## src/rtl/inst_prefetch_queue.sv

```systemverilog
// Instruction prefetch queue between fetch and the decoder: bytes enter one per cycle,
// whole instructions (1..MAX_PULL bytes) leave from a combinational head window.
module inst_prefetch_queue #(
  parameter int DATA_W   = 8,
  parameter int DEPTH    = 16,
  parameter int MAX_PULL = 3,
  parameter int ADDR_W   = 16,
  parameter logic [ADDR_W-1:0] RESET_ADDR = '0
) (
  input  logic                         clk,
  input  logic                         queue_reset,
  input  logic [DATA_W-1:0]            queue_in,
  input  logic                         queue_push,
  output logic                         queue_full,
  output logic [MAX_PULL*DATA_W-1:0]   queue_out,
  output logic [$clog2(DEPTH+1)-1:0]   queue_count,
  input  logic                         queue_pull,
  input  logic [1:0]                   queue_pull_len,
  input  logic                         queue_flush,
  input  logic [ADDR_W-1:0]            queue_flush_addr,
  output logic [ADDR_W-1:0]            fetch_pc,
  output logic [ADDR_W-1:0]            head_pc,
  output logic                         queue_err
);

  localparam int PTR_W = $clog2(DEPTH);
  localparam int CNT_W = $clog2(DEPTH+1);
  localparam logic [CNT_W-1:0] FULL_CNT = CNT_W'(DEPTH);
  localparam logic [1:0]       MAX_LEN  = 2'(MAX_PULL);

  logic [DATA_W-1:0] r_mem [DEPTH];
  logic [PTR_W-1:0]  r_wp;
  logic [PTR_W-1:0]  r_rp;
  logic [CNT_W-1:0]  r_count;
  logic [ADDR_W-1:0] r_fetch_pc;
  logic [ADDR_W-1:0] r_head_pc;
  logic              r_err;

  logic              w_push_acc;
  logic              w_len_ok;
  logic              w_pull_acc;
  logic [CNT_W-1:0]  w_pull_cnt;

  // Space is judged on the pre-edge count; a same-cycle pull never makes room for a push.
  assign w_push_acc = queue_push & (r_count < FULL_CNT);
  assign w_len_ok   = (queue_pull_len != 2'd0) & (queue_pull_len <= MAX_LEN);
  assign w_pull_acc = queue_pull & w_len_ok & (CNT_W'(queue_pull_len) <= r_count);
  assign w_pull_cnt = w_pull_acc ? CNT_W'(queue_pull_len) : '0;

  always_ff @(posedge clk) begin
    if (queue_reset) begin
      r_wp       <= '0;
      r_rp       <= '0;
      r_count    <= '0;
      r_fetch_pc <= RESET_ADDR;
      r_head_pc  <= RESET_ADDR;
      r_err      <= 1'b0;
    end else if (queue_flush) begin
      r_wp       <= '0;
      r_rp       <= '0;
      r_count    <= '0;
      r_fetch_pc <= queue_flush_addr;
      r_head_pc  <= queue_flush_addr;
      r_err      <= 1'b0;
    end else begin
      if (w_push_acc) begin
        r_wp       <= r_wp + 1'b1;
        r_fetch_pc <= r_fetch_pc + 1'b1;
      end
      if (w_pull_acc) begin
        r_rp      <= r_rp + PTR_W'(queue_pull_len);
        r_head_pc <= r_head_pc + ADDR_W'(queue_pull_len);
      end else if (queue_pull) begin
        r_err <= 1'b1;
      end
      r_count <= r_count + CNT_W'(w_push_acc) - w_pull_cnt;
    end
  end

  // Storage keeps its contents through reset; only the pointers are cleared.
  always_ff @(posedge clk) begin
    if (w_push_acc & ~queue_flush & ~queue_reset) begin
      r_mem[r_wp] <= queue_in;
    end
  end

  for (genvar gi = 0; gi < MAX_PULL; gi++) begin : g_win
    assign queue_out[gi*DATA_W +: DATA_W] = r_mem[r_rp + PTR_W'(gi)];
  end

  assign queue_full  = (r_count == FULL_CNT);
  assign queue_count = r_count;
  assign fetch_pc    = r_fetch_pc;
  assign head_pc     = r_head_pc;
  assign queue_err   = r_err;

endmodule

```

## config.mk

```make
export PLATFORM = sky130hd
export DESIGN_NAME = inst_prefetch_queue
export DESIGN_NICKNAME = d
export VERILOG_FILES = /design/src/rtl/inst_prefetch_queue.sv
export SDC_FILE = /design/constraint.sdc
export NUM_CORES = 1
export LEC_CHECK = 0
export BUFFER_PORTS_ARGS = -buffer_cell sky130_fd_sc_hd__buf_2
export CAP_MARGIN = 0
export CORE_UTILIZATION = 50
export CTS_BUF_LIST = sky130_fd_sc_hd__clkbuf_2
export CTS_CLUSTER_SIZE = 40
export DETAILED_ROUTE_END_ITERATION = 10
export PLACE_DENSITY_LB_ADDON = 0.15
export SLEW_MARGIN = 15
export SYNTH_ARGS = -nofsm -noshare
export SYNTH_HDL_FRONTEND = slang
export SYNTH_SLANG_ARGS = --single-unit
```

## constraint.sdc

```tcl
create_clock -name clk -period 3.5 [get_ports clk]
set_input_delay 0.35 -clock clk [delete_from_list [all_inputs] [get_ports clk]]
set_output_delay 0.35 -clock clk [all_outputs]
set_load 0.005 [all_outputs]
```

==> results.py <==
metrics = {
    "outcome": {
        "status": "finished, final reports clean",
    },
    "critical_path": {
        "rr_startpoint": "queue_count[1]$_SDFF_PP0_",
        "crit_fanout": 21,
        "critPathBufInv": 3,
        "crit_slowest_cell": "ha_2",
        "slowest_delay_ns": 0.52,
        "cp.depth": 8,
        "start_kind": "flop",
        "critPathLaunch": "r_rp[1]$_SDFFE_PP0N_",
        "path_cells": "buf_4 -> ha_2 -> buf_12 -> mux4_2 -> nor2b_1 -> a211oi_1 -> a21oi_1 -> buf_2",
        "timing.setup.critical_path_class": "flop to output port",
        "critPathTopFamily": "buffers and inverters",
        "worst_r2r_path_depth": 12,
        "required_ns": 3.15,
        "r2r_setup_slack_ns": 0.66,
        "end_kind": "output port",
        "arrival_ns": 3.01,
    },
    "routing": {
        "routed.top_layer": "met4",
        "wl_met3_um": 2180,
        "vias": 6994,
        "wl_per_cell_um": 23.6,
        "met1_length_um": 10300,
        "vias_per_cell": 6.43,
        "wl_met2_um": 12600,
        "routed_wirelength_um": 25600,
        "ant_nets": 0,
        "drtPass1Iterations": 6,
        "drc_errors": 0,
        "first_iter_violations": 674,
    },
    "yosys": {
        "syn_inst": 690,
        "synth-edff-count": 128,
        "synth_top_area_cell": "edfxtp_1",
        "ys_async_sr_fraction_pct": 0,
        "synth_top_area_share_pct": 39.0,
        "synth_seq_cells": 178,
        "yosys-top-cells-area": "edfxtp_1 39%, mux4_2 24%, dfxtp_1 10%, ha_1 2.7%, nor2_1 1.3%",
        "yosysWarnings": 0,
        "synthFlopType": "edfxtp_1",
        "synth_area_sq_um": 9860,
        "synth_nets": 745,
        "synth_cell_type_count": 57,
        "syn_avg_cell_area_sq_um": 14.3,
        "yosysSeqAreaShare_pct": 49.1,
    },
    "worst_hold_path": {
        "hp-class": "input pin to flop",
        "hold_depth": 2,
        "worstHoldStart": "queue_reset",
    },
    "finish": {
        "final_common_cell": "edfxtp_1",
        "synthToLayoutAreaGrowth_pct": 13.8,
        "final_util_pct": 59.0,
        "fillers": 1528,
        "nets": 869,
        "final_cell_mix": "128 x edfxtp_1, 104 x mux4_2, 93 x buf_2",
        "drive_above_1_share_pct": 32.4,
    },
    "global_routing": {
        "overflow": 0,
        "grt_pass1_vias": 6967,
        "grt_pass1_wl_um": 39300,
        "grtUsageTotal_pct": 26.5,
        "grt_max_degree": 67,
        "antenna_found_initial": 1,
    },
    "clock_tree": {
        "htree_levels": 4,
        "cts_sinks": 178,
        "max-clock-path-buffers": 2,
        "cts_made_buffers": 17,
        "cts_root_buffer": "clkbuf_2",
        "path_clk_slew_ns": 0.24,
        "worstSkewPairLatency_ns": 0.76,
        "cts_tree": "built",
    },
    "floorplanning": {
        "initial_core_util_pct": 51.8,
        "design.portCount": 94,
        "dieArea_sq_um": 20300,
        "die_height_um": 142,
        "num_rows": 50,
        "die_x_um": 142,
        "coreArea_sq_um": 19000,
    },
    "pwr": {
        "p_leak_nw": 3.78,
        "powerDensity_nw_per_um2": 411,
        "finalPower_mw": 4.62,
        "irDropWorstVdd_mv": 0.313,
    },
    "placement": {
        "port-buffer-count": 93,
        "place_hpwl_um": 16900,
        "gp_congestion": 0.844,
        "dp_slack_ns": 0.606,
    },
    "timing": {
        "worst_pin_slew_ns": 0.955,
        "slew_violations": 0,
        "slew-limit-headroom_pct": 35.9,
        "min_period_over_period_pct": 95.9,
        "fmax_mhz": 298,
        "rsz0062_at_grt": "true",
        "hold_viol_final": 0,
        "setup_slack_ns": 0.143,
        "fin_crit_ns": 3.36,
        "clock_skew_ns": 0.0160,
        "setup_viol": 0,
        "tns_ns": 0,
    },
    "job": {
        "max_cap_viol_count": 0,
    },
}
-- final cells by class --
type,instances,area (sq um),area share [%]
well taps,260,325,2.90
clock buffers,20,100,0.892
repair buffers,153,1020,9.11
inverters,33,124,1.10
flip-flops and latches,178,4850,43.2
diodes,1,2.50,0.0223
clock inverters,12,141,1.26
multi-input cells,431,4660,41.5
-- logic make-up (layout without fill, tap and decap cells) --
| group | count (synthesis) | after routing | share of synthesized area, % |
|---|---|---|---|
| compound gates | 108 | 108 | 7.83 |
| fa+ha+maj | 24 | 24 | 3.27 |
| mux | 118 | 118 | 25.3 |
| other cells | 0 | 1 | 0 |
| simple gates | 160 | 160 | 8.63 |
| xor+xnor | 21 | 21 | 1.87 |
| buf+inv | 81 | 218 | 3.92 |
| flops | 178 | 178 | 49.1 |
-- through the flow --
step	std cells	hold slack [ns]	cell area, sq um
floorplan	690	0.442	9860
global placement	1026	0.432	10700
detailed placement	1026	0.439	10700
CTS	1084	0.0186	11200
global route	1088	0.0455	11200
finish	1088	0.0835	11200
-- cell usage after synthesis, drive strengths merged (9+ instances only) --
master / number
dfxtp: 50
nor4: 14
clkbuf: 22
a21oi: 26
mux4: 105
a21boi: 9
a211oi: 14
nor3: 15
nor2: 35
a311oi: 11
nand2: 34
nand3: 10
nor2b: 12
a31oi: 9
xnor2: 14
mux2i: 13
ha: 21
inv: 31
buf: 26
edfxtp: 128
nand4: 9
o31a: 10
-- metal layers --
layer,global-route usage [%],up-vias
met5,0,-
met4,10.2,0
met3,5.52,53
met2,41.3,376
met1,36.8,3529
li1,-,3036
-- flip-flops by register name, indices dropped and copies added, names as in the netlist, named ones only --
name         flops
head_pc         16
r_wp             4
fetch_pc        16
r_mem          128
r_rp             4
queue_err        1
queue_count      5
-- worst paths after layout --
kind / end
max: queue_out[10]
min reg2reg: queue_err$_SDFFE_PP0P_
max reg2reg: queue_count[4]$_SDFF_PP0_
min: fetch_pc[1]$_SDFFE_PP0P_
-- where the power goes --
group          internal (mW)  switching, mW  total, mW
clock network          0.400          0.702       1.10
logic                  0.523          0.615       1.14
registers               2.31         0.0604       2.37
total                   3.24           1.38       4.62
-- repair_timing --
| item | 4_1_cts | 5_1_grt |
|---|---|---|
| hold buffers | 26 | 0 |
| gates resized for setup | 2 | 2 |
| pin swaps | 0 | 1 |
| setup endpoints to repair | 6 | 4 |
| gates cloned | 0 | 0 |
| endpoints found under the hold margin | 160 | 0 |
| buffers inserted | 0 | 3 |
Note: power is estimated with default switching activity, not from simulation.
